===== config.mk =====
export PLATFORM = sky130hd
export DESIGN_NAME = mult_mac_pipe_flat
export DESIGN_NICKNAME = d
export VERILOG_FILES = /design/src/rtl/mult_mac_pipe_if.sv /design/src/rtl/mult_mac_pipe.sv /design/src/flat_wrapper.sv
export SDC_FILE = /design/constraint.sdc
export NUM_CORES = 1
export LEC_CHECK = 0
export CORE_MARGIN = 2
export CORE_UTILIZATION = 40
export DETAILED_ROUTE_END_ITERATION = 12
export GPL_TIMING_DRIVEN = 0
export PLACE_DENSITY = 0.63
export RECOVER_POWER = 25
export SLEW_MARGIN = 20
export SYNTH_ARGS = -nofsm -noshare
export SYNTH_HDL_FRONTEND = slang
export SYNTH_SLANG_ARGS = --single-unit

===== constraint.sdc =====
create_clock -name clk -period 8.5 [get_ports clk]
set_clock_uncertainty 0.05 [all_clocks]
set_input_delay 1.7 -clock clk [delete_from_list [all_inputs] [get_ports clk]]
set_output_delay 1.7 -clock clk [all_outputs]
set_load 0.02 [all_outputs]

===== src/rtl/mult_mac_pipe_if.sv =====
// Operand/result bundle for mult_mac_pipe: issue side (master) drives operands,
// the multiplier (slave) returns the registered accumulator and flags.
interface mult_mac_pipe_if #(
  parameter int A_W   = 18,
  parameter int B_W   = 18,
  parameter int ACC_W = 48
);
  logic             en;
  logic             in_valid;
  logic             signed_a;
  logic             signed_b;
  logic             acc;
  logic [A_W-1:0]   A;
  logic [B_W-1:0]   B;
  logic             out_valid;
  logic [ACC_W-1:0] O;
  logic             ovf;

  modport master (
    output en, in_valid, signed_a, signed_b, acc, A, B,
    input  out_valid, O, ovf
  );

  modport slave (
    input  en, in_valid, signed_a, signed_b, acc, A, B,
    output out_valid, O, ovf
  );
endinterface


===== src/rtl/mult_mac_pipe.sv =====
// Pipelined multiply / multiply-accumulate with per-operand signedness and a sticky
// overflow flag. Operands are registered, then pass STAGES product registers before the accumulator.
module mult_mac_pipe #(
  parameter int A_W    = 18,
  parameter int B_W    = 18,
  parameter int STAGES = 2,
  parameter int ACC_W  = 48
) (
  input  logic          clk,
  input  logic          rst,
  mult_mac_pipe_if.slave bus
);
  localparam int P_W = A_W + B_W + 2;

  logic                    in_vld_r;
  logic                    in_acc_r;
  logic                    in_sa_r;
  logic                    in_sb_r;
  logic [A_W-1:0]          in_a_r;
  logic [B_W-1:0]          in_b_r;

  logic signed [A_W:0]     a_ext_s;
  logic signed [B_W:0]     b_ext_s;
  logic signed [P_W-1:0]   prod_full_s;
  logic [ACC_W-1:0]        prod_s;

  logic [STAGES-1:0]       vld_r;
  logic [STAGES-1:0]       acc_r;
  logic [STAGES-1:0]       ps_r;
  logic [ACC_W-1:0]        prod_r [STAGES];

  logic [ACC_W:0]          sum_s;
  logic                    ovf_hit_s;
  logic                    out_valid_r;
  logic [ACC_W-1:0]        o_r;
  logic                    ovf_r;

  // Operand capture register (maps onto the DSP input registers)
  always_ff @(posedge clk or posedge rst) begin
    if (rst) begin
      in_vld_r <= 1'b0;
      in_acc_r <= 1'b0;
      in_sa_r  <= 1'b0;
      in_sb_r  <= 1'b0;
      in_a_r   <= '0;
      in_b_r   <= '0;
    end else if (bus.en) begin
      in_vld_r <= bus.in_valid;
      in_acc_r <= bus.acc;
      in_sa_r  <= bus.signed_a;
      in_sb_r  <= bus.signed_b;
      in_a_r   <= bus.A;
      in_b_r   <= bus.B;
    end
  end

  // One extra bit per operand lets a single signed multiply cover every signedness mix
  always_comb begin
    a_ext_s     = {in_sa_r & in_a_r[A_W-1], in_a_r};
    b_ext_s     = {in_sb_r & in_b_r[B_W-1], in_b_r};
    prod_full_s = P_W'(a_ext_s) * P_W'(b_ext_s);
    prod_s      = ACC_W'(prod_full_s);
  end

  // Product pipe carrying {valid, acc, ps, product}
  always_ff @(posedge clk or posedge rst) begin
    if (rst) begin
      vld_r <= '0;
      acc_r <= '0;
      ps_r  <= '0;
      for (int i = 0; i < STAGES; i++) begin
        prod_r[i] <= '0;
      end
    end else if (bus.en) begin
      vld_r[0]  <= in_vld_r;
      acc_r[0]  <= in_acc_r;
      ps_r[0]   <= in_sa_r | in_sb_r;
      prod_r[0] <= prod_s;
      for (int i = 1; i < STAGES; i++) begin
        vld_r[i]  <= vld_r[i-1];
        acc_r[i]  <= acc_r[i-1];
        ps_r[i]   <= ps_r[i-1];
        prod_r[i] <= prod_r[i-1];
      end
    end
  end

  // Accumulate adder and overflow detection (signed: sign flip, unsigned: carry-out)
  always_comb begin
    sum_s = {1'b0, o_r} + {1'b0, prod_r[STAGES-1]};
    if (ps_r[STAGES-1]) begin
      ovf_hit_s = (o_r[ACC_W-1] == prod_r[STAGES-1][ACC_W-1]) &&
                  (sum_s[ACC_W-1] != o_r[ACC_W-1]);
    end else begin
      ovf_hit_s = sum_s[ACC_W];
    end
  end

  // Accumulator stage: load or accumulate on valid, hold on bubble or stall
  always_ff @(posedge clk or posedge rst) begin
    if (rst) begin
      out_valid_r <= 1'b0;
      o_r         <= '0;
      ovf_r       <= 1'b0;
    end else if (bus.en) begin
      out_valid_r <= vld_r[STAGES-1];
      if (vld_r[STAGES-1]) begin
        if (acc_r[STAGES-1]) begin
          o_r   <= sum_s[ACC_W-1:0];
          ovf_r <= ovf_r | ovf_hit_s;
        end else begin
          o_r   <= prod_r[STAGES-1];
          ovf_r <= 1'b0;
        end
      end
    end
  end

  assign bus.out_valid = out_valid_r;
  assign bus.O         = o_r;
  assign bus.ovf       = ovf_r;
endmodule

===== src/flat_wrapper.sv =====
// flat-port wrapper written by rule: the top's interface ports become plain ports
module mult_mac_pipe_flat 
#(
  parameter int A_W    = 18,
  parameter int B_W    = 18,
  parameter int STAGES = 2,
  parameter int ACC_W  = 48
)
  (clk, rst, bus_en, bus_in_valid, bus_signed_a, bus_signed_b, bus_acc, bus_A, bus_B, bus_out_valid, bus_O, bus_ovf);
  mult_mac_pipe_if #(.A_W(A_W), .B_W(B_W), .ACC_W(ACC_W)) bus_i ();
  input  logic clk;
  input  logic rst;
  input wire logic [$bits(bus_i.en)-1:0] bus_en;
  input wire logic [$bits(bus_i.in_valid)-1:0] bus_in_valid;
  input wire logic [$bits(bus_i.signed_a)-1:0] bus_signed_a;
  input wire logic [$bits(bus_i.signed_b)-1:0] bus_signed_b;
  input wire logic [$bits(bus_i.acc)-1:0] bus_acc;
  input wire logic [$bits(bus_i.A)-1:0] bus_A;
  input wire logic [$bits(bus_i.B)-1:0] bus_B;
  output wire logic [$bits(bus_i.out_valid)-1:0] bus_out_valid;
  output wire logic [$bits(bus_i.O)-1:0] bus_O;
  output wire logic [$bits(bus_i.ovf)-1:0] bus_ovf;
  assign bus_i.en = bus_en;
  assign bus_i.in_valid = bus_in_valid;
  assign bus_i.signed_a = bus_signed_a;
  assign bus_i.signed_b = bus_signed_b;
  assign bus_i.acc = bus_acc;
  assign bus_i.A = bus_A;
  assign bus_i.B = bus_B;
  assign bus_out_valid = bus_i.out_valid;
  assign bus_O = bus_i.O;
  assign bus_ovf = bus_i.ovf;
  mult_mac_pipe #(.A_W(A_W), .B_W(B_W), .STAGES(STAGES), .ACC_W(ACC_W)) u_core (.clk(clk), .rst(rst), .bus(bus_i));
endmodule

Word-level counts from Yosys, hierarchy flattened

Index checks and enable logic that the tools add are counted.

Eq/ne operators: 2
Multiplexer cells: 3
Divide/modulo/power cells: 0
Bitwise logic cells: 4
Reduce and logical (&&, ||, !) cells: 2
Shift-type cells: 0
Multipliers: 1
Add/subtract/negate cells: 1
Order comparisons: 0

Operators with widths:

| kind                | number |
|---|---|
| $add A48 B48 Y49    | 1 |
| $mux W48            | 1 |
| $mul A19 B19 Y38    | 1 |
| $and A1 B1 Y1       | 2 |
| $mux W1             | 2 |
| $or A1 B1 Y1        | 2 |
| $reduce_and A2 Y1   | 1 |
| $eq A1 B1 Y1        | 1 |
| $logic_and A1 B1 Y1 | 1 |
| $ne A1 B1 Y1        | 1 |

Latch bits: 0
Bits in writable memories: 0
Logic and storage cells: 27
Bits in registers: 172
Output and inout port bits: 50
Memories: 0
ROM bits: 0
Bits of input ports: 43

Longest topological paths before layout

Gate-level depths: netlist of the first run.

Depth after elaboration: 6
Gate-level depth with buffers: 27
Gate-level depth less buffers: 24

Least setup slack after synthesis of the first run

Ideal clock, no wire load.

Kind: reg2reg
Start: register u_core.in_sa_r
End: register, netlist name u_core.prod_r[85]
Data required time: 8328 ps
Clock period less this slack: 7191 ps
Arrival time: 7019 ps
Library setup time: 122 ps
Setup slack: 1309 ps
Stages on the path, launching flop included: 28
Cells stage by stage: dfrtp_1 -> and2_1 -> clkbuf_1 -> clkbuf_1 -> nand2_1 -> fa_1 -> inv_1 -> fa_1 -> inv_1 -> fa_1 -> inv_1 -> fa_1 -> fa_1 -> inv_1 -> fa_1 -> inv_1 -> ha_1 -> ha_1 -> clkbuf_1 -> a21o_1 -> a21o_1 -> a21oi_1 -> nor2_1 -> a211oi_1 -> o21ai_1 -> a221oi_1 -> mux2i_1 -> nand2_1

Word-level cells in the longest chain between the ends: 2

Ends and longest elaborated chain:

| what                     | RTL line            | text |
|---|---|---|
| start: declaration       | mult_mac_pipe.sv:17 | `logic in_sa_r;` |
| start signal: assignment | mult_mac_pipe.sv:50 | `in_sa_r <= bus.signed_a;` |
| $and A1 B1 Y1            | mult_mac_pipe.sv:59 | `a_ext_s = {in_sa_r & in_a_r[A_W-1], in_a_r};` |
| $mul A19 B19 Y38         | mult_mac_pipe.sv:61 | `prod_full_s = P_W'(a_ext_s) * P_W'(b_ext_s);` |

No other way between the ends.
A chain may end at the register's enable or synchronous reset.

Final worst setup path of the first run

Start: register u_core.in_b_r[11]
End: register, netlist name u_core.prod_r[85]

Word-level cells in the longest chain between the ends: 1

Ends and longest elaborated chain:

| what                     | RTL line            | text |
|---|---|---|
| start: declaration       | mult_mac_pipe.sv:20 | `logic [B_W-1:0] in_b_r;` |
| start signal: assignment | mult_mac_pipe.sv:53 | `in_b_r <= bus.B;` |
| $mul A19 B19 Y38         | mult_mac_pipe.sv:61 |  |

No other way between the ends.

==> flow_metrics.py, run 1 <==
metrics = {
    "detailed_routing": {
        "drc": 0,
        "drt_iter0_drc": 1062,
        "avgRoutedWirePerCell_um": 18.8,
        "ant_nets": 0,
        "vias": 16770,
        "viasPerCell": 5.19,
        "first_pass_iters": 5,
        "routed_wl_um": 60900,
    },
    "critical_path": {
        "cp-start-kind": "register",
        "worstPathRequired_ns": 8.85,
        "cp_slowest_cell": "fa_1",
        "critPathKind": "register to register",
        "crit_chain": "clkbuf_1, clkbuf_1, nand2_1, fa_1, inv_1, fa_1, fa_1, fa_1, fa_1, fa_1, inv_1, fa_1, inv_1, ha_1, clkbuf_1, nand2_1, nor2_1, a211oi_1, a41oi_1, a31oi_1, o21ai_1, a221oi_1, mux2i_1, nand2_1",
        "cp-startpoint": "u_core.in_b_r[11]",
        "arrival_ns": 8.24,
        "endpoint_kind": "register",
        "critPathMaxStageDelay_ns": 0.57,
        "path_max_fanout": 10,
        "crit_top_cell": "fa_1",
        "timing.rr.start": "u_core.in_b_r[11]",
    },
    "die": {
        "io_pins": 93,
        "die_y_um": 242,
        "core_area_sq_mm": 0.0563,
        "die_w_um": 242,
        "rows": 87,
        "start_util": 0.404,
        "die_area_sq_mm": 0.0587,
    },
    "synthesis": {
        "synth_cells": 2354,
        "synth.top_cell.area_share": 0.327,
        "syn-num-nets": 2928,
        "yosysUniqueCellTypes": 63,
        "synth_warnings": 0,
        "postSynthAreaPerCell_sq_um": 9.66,
        "synth_edf_count": 0,
        "synthArstFlopShare": 1.00,
        "synth_top_area_cell": "fa_1",
        "synth_area_sq_mm": 0.0227,
        "synth_area_leaders": "fa_1 (33%), dfrtp_1 (19%), ha_1 (8.8%), inv_1 (6.3%), mux2_2 (5.4%)",
        "synth_seq_cells": 172,
        "synth_ff_type": "dfrtp_1",
        "ys_seq_area_frac": 0.189,
    },
    "sta": {
        "rsz0062_at_grt": "false",
        "slew_viol_final": 175,
        "clock.fmax_mhz": 127,
        "tightest_slew_ns": 3.28,
        "finalHoldViolations": 0,
        "fin_crit_sh": 0.928,
        "setup_slack_ns": 0.612,
        "relSlewSlack": -1.20,
        "setup_viol": 0,
        "fin_crit_ns": 7.89,
    },
    "global_routing": {
        "track_usage": 0.216,
        "grt_max_degree": 103,
        "grt_pass1_vias": 17915,
        "overflow": 0,
        "antenna_found_initial": 1,
        "grt_pass1_wl_um": 98800,
    },
    "cells_and_area": {
        "fillerInstances": 5396,
        "layout-drive-gt1-share": 0.0670,
        "final_cell_mix": "inv_1 (382), fa_1 (370), nand2_1 (279), dfrtp_1 (172), ha_1 (160)",
        "area_growth_pct": 10.9,
        "post-route-util": 0.448,
        "nets": 3038,
        "final_common_cell": "inv_1",
        "antenna_cells": 0,
    },
    "flow_run": {
        "drv_cap": 2,
    },
    "clock_tree": {
        "cts_resized": 1,
        "cts_buffers": 17,
        "cts_hold_buf": 0,
        "clk_latency_ns": 0.50,
        "clk_pin_slew_ns": 0.09,
        "clock-root-buffer": "clkbuf_16",
        "cts.htree.levels": 4,
        "tritoncts": "built",
        "cts_sinks": 172,
        "cts_buffer_depth": 2,
        "postCtsSetupBuffers": 0,
    },
    "placement": {
        "finalWeightedCongestion": 0.937,
        "dp_slack_ns": -0.0170,
        "io_buffer_count": 91,
        "dp_hpwl_um": 50700,
    },
    "hold_path": {
        "hp-start": "u_core.prod_r[66]",
        "hold_class": "register to register",
    },
    "outcome": {
        "violations": "max-capacitance violations, max-slew violations",
        "status": "finished, violations left",
    },
}
==> logic make-up (layout without fill, tap and decap cells) <==
kind of cell               after synthesis  count (layout)  share of synthesized area
adders and majority gates              531             531                      0.415
AOI/OAI and AO/OA                      324             324                     0.0897
buffers and inverters                  512             635                     0.0846
and+or+nand+nor                        609             609                      0.129
muxes                                  134             134                     0.0650
DFF                                    172             172                      0.189
xor gates and xnor gates                72              72                     0.0277
==> sequential cells by signal, summed over array words and instances, names as in the netlist <==
signal / flops
u_core.prod_r: 76
u_core.in_sb_r: 1
u_core.bus.ovf: 1
u_core.in_b_r: 18
u_core.acc_r: 2
u_core.ps_r: 2
u_core.in_acc_r: 1
u_core.in_sa_r: 1
u_core.vld_r: 2
u_core.bus.O: 48
u_core.in_vld_r: 1
u_core.bus.out_valid: 1
u_core.in_a_r: 18
==> per-layer routing <==
metal	up-vias	global-route usage	wire length, um
li1	7693	-	-
met1	8532	0.284	27100
met2	461	0.362	29000
met3	84	0.0409	3350
met4	0	0.0641	1460
met5	-	0	0
==> through the flow <==
| step | cell area [sq um] | hold WS [ns] | std cells | setup TNS (ns) |
|---|---|---|---|---|
| after floorplan | 22700 | 0.396 | 2354 | 0 |
| after global placement | 24600 | 0.429 | 3201 | -96.48 |
| after detailed placement | 24600 | 0.435 | 3202 | -0.0170 |
| after CTS | 25200 | 0.450 | 3234 | 0 |
| after global routing | 25200 | 0.471 | 3233 | 0 |
| final | 25200 | 0.450 | 3233 | 0 |
==> synthesized netlist by cell type, types with 5 or more instances <==
| cell | count |
|---|---|
| a211o_1 | 5 |
| a211oi_1 | 19 |
| a21o_1 | 30 |
| a21oi_1 | 95 |
| a31oi_1 | 13 |
| and2_1 | 156 |
| and3_1 | 25 |
| clkbuf_1 | 125 |
| dfrtp_1 | 172 |
| fa_1 | 371 |
| ha_1 | 160 |
| inv_1 | 383 |
| mux2_2 | 108 |
| mux2i_1 | 26 |
| nand2_1 | 279 |
| nand2b_1 | 8 |
| nand3_1 | 17 |
| nand4_1 | 8 |
| nor2_1 | 64 |
| nor2b_1 | 6 |
| nor3_1 | 18 |
| o211ai_1 | 7 |
| o21a_1 | 11 |
| o21ai_0 | 82 |
| o21bai_1 | 10 |
| or2_2 | 9 |
| or3_1 | 10 |
| xnor2_1 | 43 |
| xor2_1 | 29 |
==> worst paths after layout <==
kind	endpoint	slack [ns]	cells after the start
setup / recovery	u_core.prod_r[85]	0.61	24
hold / removal	u_core.prod_r[66]	0.45	2
setup reg to reg	u_core.prod_r[85]	0.61	24
hold reg to reg	u_core.prod_r[66]	0.45	2
max in group asynchronous	u_core.in_b_r[15]	2.19	3
min in group asynchronous	u_core.in_b_r[0]	2.59	2
==> worst max-delay path, delay by kind of cell, from the launching register on <==
| family | cells | cell delay, ns |
|---|---|---|
| flip-flops | 1 | 0.38 |
| AND/OR/NAND/NOR | 4 | 0.38 |
| AO/OA/AOI/OAI | 5 | 1.69 |
| multiplexers | 1 | 0.23 |
| buffers and inverters | 6 | 1.29 |
| adder cells (fa/ha/maj) | 8 | 3.75 |
==> cell type report <==
type                       count  area, sq um  area share
sequential                   172         4300       0.171
timing repair buffer          92          916      0.0363
buffer                       127          479      0.0190
clock inverter                14          176     0.00700
clock buffer                  18          429      0.0170
tap                          756          946      0.0375
multi-input combinational   1670        16500       0.655
inverter                     384         1440      0.0572
Power of run 1 is left out: the tool's default activity adds up to more than one toggle a clock period on the data nets, which glitch-free logic cannot reach.
==> run 2, diff against run 1 <==
--- a/config.mk
+++ b/config.mk
@@ -5,11 +5,13 @@
 export SDC_FILE = /design/constraint.sdc
 export NUM_CORES = 1
 export LEC_CHECK = 0
+export CELL_PAD_IN_SITES_DETAIL_PLACEMENT = 0
+export CELL_PAD_IN_SITES_GLOBAL_PLACEMENT = 1
 export CORE_MARGIN = 2
 export CORE_UTILIZATION = 40
 export DETAILED_ROUTE_END_ITERATION = 12
 export GPL_TIMING_DRIVEN = 0
-export PLACE_DENSITY = 0.63
+export PLACE_DENSITY = 0.75
 export RECOVER_POWER = 25
 export SLEW_MARGIN = 20
 export SYNTH_ARGS = -nofsm -noshare
==> run 2 against run 1 <==
  * The flow still finishes with violations (max-capacitance violations, max-slew violations)
  * First-iteration DRC count up 0.66%
  * Non-clock buffer count unchanged
  * Global-route usage is 0.14 points higher
  * Final area about the same
  * Register-to-register slack worse by 0.11 ns
  * Setup slack worse by 0.11 ns
  * Count of clock-buffer cells in the layout rose by 2
  * Final cell count about the same
  * Die area unchanged
  * Critical path type unchanged
==> flow_metrics.py, run 2 (same netlist as run 1, synthesis figures left out) <==
metrics = {
    "hold_path": {
        "hold_class": "register to register",
        "hp-start": "u_core.acc_r[0]",
        "hold_depth": 2,
        "hold_end": "u_core.acc_r[1]",
    },
    "outcome": {
        "violations": "max-capacitance violations, max-slew violations",
        "status": "finished, violations left",
    },
    "sta": {
        "relSlewSlack": -1.80,
        "finalHoldViolations": 0,
        "finalSetupTns_ns": 0,
        "fin_crit_ns": 8.00,
        "fin_crit_sh": 0.941,
        "rsz0062_at_grt": "false",
        "tightest_slew_ns": 4.17,
        "holdWs_ns": 0.435,
        "slew_viol_final": 175,
        "clock.fmax_mhz": 125,
        "setup_viol": 0,
    },
    "cells_and_area": {
        "fillerInstances": 5448,
        "area_growth_pct": 10.8,
        "layout-drive-gt1-share": 0.0670,
        "seq_area_sq_mm": 0.00430,
        "nets": 3038,
        "final_cell_mix": "inv_1 (382), fa_1 (370), nand2_1 (279), dfrtp_1 (172), ha_1 (160)",
        "largest_register": "u_core.prod_r",
        "final_cell_area_sq_mm": 0.0252,
        "multi_input_area_sq_mm": 0.0165,
        "largest_reg_flops": 76,
        "final_common_cell": "inv_1",
    },
    "detailed_routing": {
        "routed_wl_um": 61900,
        "drt_iter0_drc": 1069,
        "vias": 16635,
        "first_pass_iters": 5,
        "drc": 0,
        "viasPerCell": 5.14,
        "ant_nets": 0,
        "avgRoutedWirePerCell_um": 19.1,
    },
    "critical_path": {
        "critPathKind": "register to register",
        "cp_slowest_cell": "fa_2",
        "cp-start-kind": "register",
        "r2r_cells": 26,
        "rrSetupSlack_ns": 0.50,
        "r2r_end": "u_core.prod_r[85]",
        "arrival_ns": 8.33,
        "timing.rr.start": "u_core.in_sa_r",
        "worstPathRequired_ns": 8.83,
        "endpoint_kind": "register",
        "path_max_fanout": 10,
        "critPathMaxStageDelay_ns": 0.78,
    },
    "placement": {
        "finalWeightedCongestion": 0.923,
        "dpl-instance-area_sq_mm": 0.0246,
        "dp_hpwl_um": 51400,
        "io_buffer_count": 91,
    },
    "clock_tree": {
        "cts_hold_buf": 0,
        "clock-root-buffer": "clkbuf_16",
        "cts_sinks": 172,
        "cts_buffers": 17,
        "clk_pin_slew_ns": 0.09,
        "cts.htree.levels": 4,
        "cts_buffer_depth": 2,
        "clk_latency_ns": 0.49,
        "tritoncts": "built",
    },
    "flow_run": {
        "drv_cap": 2,
    },
    "die": {
        "core_area_sq_mm": 0.0563,
        "die_area_sq_mm": 0.0587,
        "io_pins": 93,
        "die_w_um": 242,
        "die_y_um": 242,
        "rows": 87,
        "start_util": 0.404,
    },
    "global_routing": {
        "track_usage": 0.217,
        "overflow": 0,
        "grt_pass1_wl_um": 99000,
        "grt_max_degree": 89,
        "antenna_found_initial": 0,
        "grt_pass1_vias": 17729,
    },
}
[run 2: metal layers]
layer	share of wire	GRT usage	vias up
met3	0.064	0.0463	79
met4	0.025	0.0639	0
met1	0.45	0.290	8408
li1	-	-	7694
met2	0.46	0.355	454
met5	0	0	-
[run 2: what timing repair did]
item                       in CTS  in global routing
cloned                          0                  0
setup endpoints to repair       2                  3
hold endpoints to repair        0                  0
buffers inserted                0                  0
gates resized for setup         1                  2
[run 2: critical path, delay by kind of cell, from the launching register on]
family / cells / cell delay (ns)
DFF: 1 / 0.51
muxes: 1 / 0.24
adders and majority gates: 8 / 4.04
AOI/OAI and AO/OA: 6 / 1.23
and+or+nand+nor: 4 / 0.75
buffers and inverters: 7 / 1.05
[run 2: final cells by class]
| cell class | instances | share of cell area |
|---|---|---|
| tap | 756 | 0.0376 |
| buffer | 127 | 0.0190 |
| clock buffer | 20 | 0.0185 |
| sequential | 172 | 0.171 |
| inverter | 384 | 0.0573 |
| antenna | 1 | 0.0000993 |
| clock inverter | 12 | 0.00507 |
| multi-input combinational | 1670 | 0.655 |
| timing repair buffer | 92 | 0.0364 |
[run 2: stage by stage]
step | worst slack, ns | utilization | instances
after global routing | 0.00513 | 0.448 | 3233
after detailed placement | -0.0356 | 0.438 | 3202
after floorplan | 1.31 | - | 2354
after global placement | -0.646 | 0.437 | 3201
after CTS | 0.196 | 0.448 | 3234
final | 0.504 | 0.448 | 3234
[run 2: how the worst max path moves through the flow]
stage	startpoint	endpoint	depth (start not counted)
after global routing	u_core.in_a_r[17]	u_core.prod_r[85]	26
final	u_core.in_sa_r	u_core.prod_r[85]	26
after detailed placement	u_core.in_sa_r	u_core.prod_r[85]	27
after global placement	rst	u_core.bus.O[42]	2
after floorplan	u_core.in_sa_r	u_core.prod_r[85]	27
after CTS	u_core.in_sa_r	u_core.prod_r[85]	27
Power of run 2 is left out for the same reason.
==> run 3, diff against run 2 <==
--- a/config.mk
+++ b/config.mk
@@ -11,7 +11,7 @@
 export CORE_UTILIZATION = 40
 export DETAILED_ROUTE_END_ITERATION = 12
 export GPL_TIMING_DRIVEN = 0
-export PLACE_DENSITY = 0.75
+export PLACE_DENSITY = 0.67
 export RECOVER_POWER = 25
 export SLEW_MARGIN = 20
 export SYNTH_ARGS = -nofsm -noshare
==> run 3 against run 2 <==
  * Via count shrank 0.13%
  * Routed wire length up 2.9%
  * The flow still finishes with violations (max-capacitance violations, max-slew violations)
  * Non-clock buffer count did not move
  * Critical path type unchanged
  * Sequential share of layout area is essentially flat
  * Hold slack better by 0.0079 ns
  * Final area hardly changed
  * Critical path depth decreased by 2
  * Core utilization barely moved
  * Critical endpoint unchanged
==> flow_metrics.py, run 3 (same netlist as run 1, synthesis figures left out) <==
metrics = {
    "critical_path": {
        "cp-start-kind": "register",
        "worstPathRequired_ns": 8.84,
        "critPathMaxStageDelay_ns": 0.57,
        "r2r_cells": 24,
        "crit_chain": "clkbuf_1, clkbuf_1, nand2_1, fa_1, inv_1, fa_1, fa_1, fa_1, fa_1, fa_1, inv_1, fa_1, inv_1, ha_1, clkbuf_1, nand2_1, nor2_1, a211oi_1, a41oi_1, a31oi_1, o21ai_1, a221oi_1, mux2i_1, nand2_1",
        "cp_num_buf_inv": 6,
        "crit_cells": 24,
        "r2r_end": "u_core.prod_r[85]",
        "arrival_ns": 8.39,
        "rrSetupSlack_ns": 0.45,
        "path_max_fanout": 10,
        "crit_top_cell": "fa_1",
        "crit_family": "adder cells",
        "cp_slowest_cell": "fa_1",
        "timing.rr.start": "u_core.in_b_r[11]",
        "endpoint_kind": "register",
        "critPathKind": "register to register",
    },
    "clock_tree": {
        "clock-root-buffer": "clkbuf_16",
        "tritoncts": "built",
        "cts_hold_buf": 0,
        "postCtsSetupBuffers": 0,
        "cts.htree.levels": 4,
        "cts_buffer_depth": 2,
        "cts_sinks": 172,
        "cts_buffers": 17,
        "clk_pin_slew_ns": 0.08,
        "clk_latency_ns": 0.50,
    },
    "die": {
        "die_y_um": 242,
        "io_pins": 93,
        "start_util": 0.404,
        "core_area_sq_mm": 0.0563,
        "rows": 87,
        "die_area_sq_mm": 0.0587,
        "die_w_um": 242,
    },
    "flow_run": {
        "drv_cap": 2,
    },
    "sta": {
        "holdWs_ns": 0.443,
        "finalSetupTns_ns": 0,
        "rsz0062_at_grt": "false",
        "tightest_slew_ns": 3.77,
        "finalHoldViolations": 0,
        "slew_viol_final": 175,
        "relSlewSlack": -1.53,
        "setup_viol": 0,
        "fin_crit_ns": 8.05,
        "clock.fmax_mhz": 124,
        "fin_crit_sh": 0.947,
    },
    "detailed_routing": {
        "avgRoutedWirePerCell_um": 19.7,
        "first_pass_iters": 7,
        "routed_wl_um": 63700,
        "drt_iter0_drc": 954,
        "vias": 16614,
        "viasPerCell": 5.14,
        "drc": 0,
        "ant_nets": 0,
    },
    "placement": {
        "io_buffer_count": 91,
        "dp_hpwl_um": 52500,
        "dpl-instance-area_sq_mm": 0.0246,
        "finalWeightedCongestion": 0.903,
    },
    "global_routing": {
        "overflow": 0,
        "grt_max_degree": 92,
        "track_usage": 0.225,
        "grt_pass1_vias": 17802,
        "antenna_found_initial": 0,
        "grt_pass1_wl_um": 102000,
    },
    "cells_and_area": {
        "multi_input_area_sq_mm": 0.0165,
        "largest_reg_flops": 76,
        "antenna_cells": 0,
        "nets": 3038,
        "final_common_cell": "inv_1",
        "area_growth_pct": 10.9,
        "fillerInstances": 5483,
        "layout-drive-gt1-share": 0.0674,
        "seq_area_sq_mm": 0.00430,
        "final_cell_mix": "inv_1 (382), fa_1 (370), nand2_1 (279), dfrtp_1 (172), ha_1 (160)",
        "largest_register": "u_core.prod_r",
        "final_cell_area_sq_mm": 0.0252,
    },
    "hold_path": {
        "hp-start": "u_core.prod_r[85]",
        "hold_class": "register to register",
        "hold_depth": 2,
        "hold_end": "u_core.prod_r[85]",
    },
    "outcome": {
        "violations": "max-capacitance violations, max-slew violations",
        "status": "finished, violations left",
    },
}
run 3: cell types whose count changed in the layout (fill, tap and decap cells not counted), sizes merged:
cell and delta:
clkinv +3, clkinvlp -1, inv +1, clkbuf -3, diode -1
run 3: timing repair:
action                                  4_1_cts  5_1_grt
resized for setup                             1        3
pin swaps                                     0        0
endpoints found under the setup margin        3        3
run 3: metal layers:
metal  global-route usage  part of all wire
met1                0.306              0.47
met2                0.380              0.47
met3               0.0351             0.042
met4               0.0483             0.017
met5                    0                 0
run 3: worst max-delay path by stage:
stage                      startpoint                end  slack, ns
floorplan              u_core.in_sa_r  u_core.prod_r[85]       1.31
detailed placement     u_core.in_sa_r  u_core.prod_r[85]      -0.18
global placement                  rst  u_core.in_a_r[17]      -0.65
finish              u_core.in_b_r[11]  u_core.prod_r[85]       0.45
global route           u_core.in_sa_r  u_core.prod_r[85]       0.02
CTS                    u_core.in_sa_r  u_core.prod_r[85]       0.02
run 3: layout make-up:
type                            count  area share
Inverter                          384      0.0572
Sequential cell                   172       0.171
Buffer                            127      0.0190
Clock buffer                       17      0.0169
Tap cell                          756      0.0375
Timing Repair Buffer               92      0.0363
Multi-Input combinational cell   1670       0.655
Clock inverter                     15     0.00774
run 3: stage by stage:
stage                     instances  utilization  setup WS [ns]
after floorplan                2354            -           1.31
after global placement         3201        0.437         -0.650
after detailed placement       3202        0.438         -0.179
after CTS                      3234        0.449         0.0240
after global routing           3233        0.448         0.0209
final                          3233        0.448          0.446
run 3: tightest hold or removal path: cells and delay by family (launching register included):
family,cells,cell delay [ns]
compound gates,1,0.06
simple gates,1,0.05
flops,1,0.35
Power of run 3 is left out for the same reason.
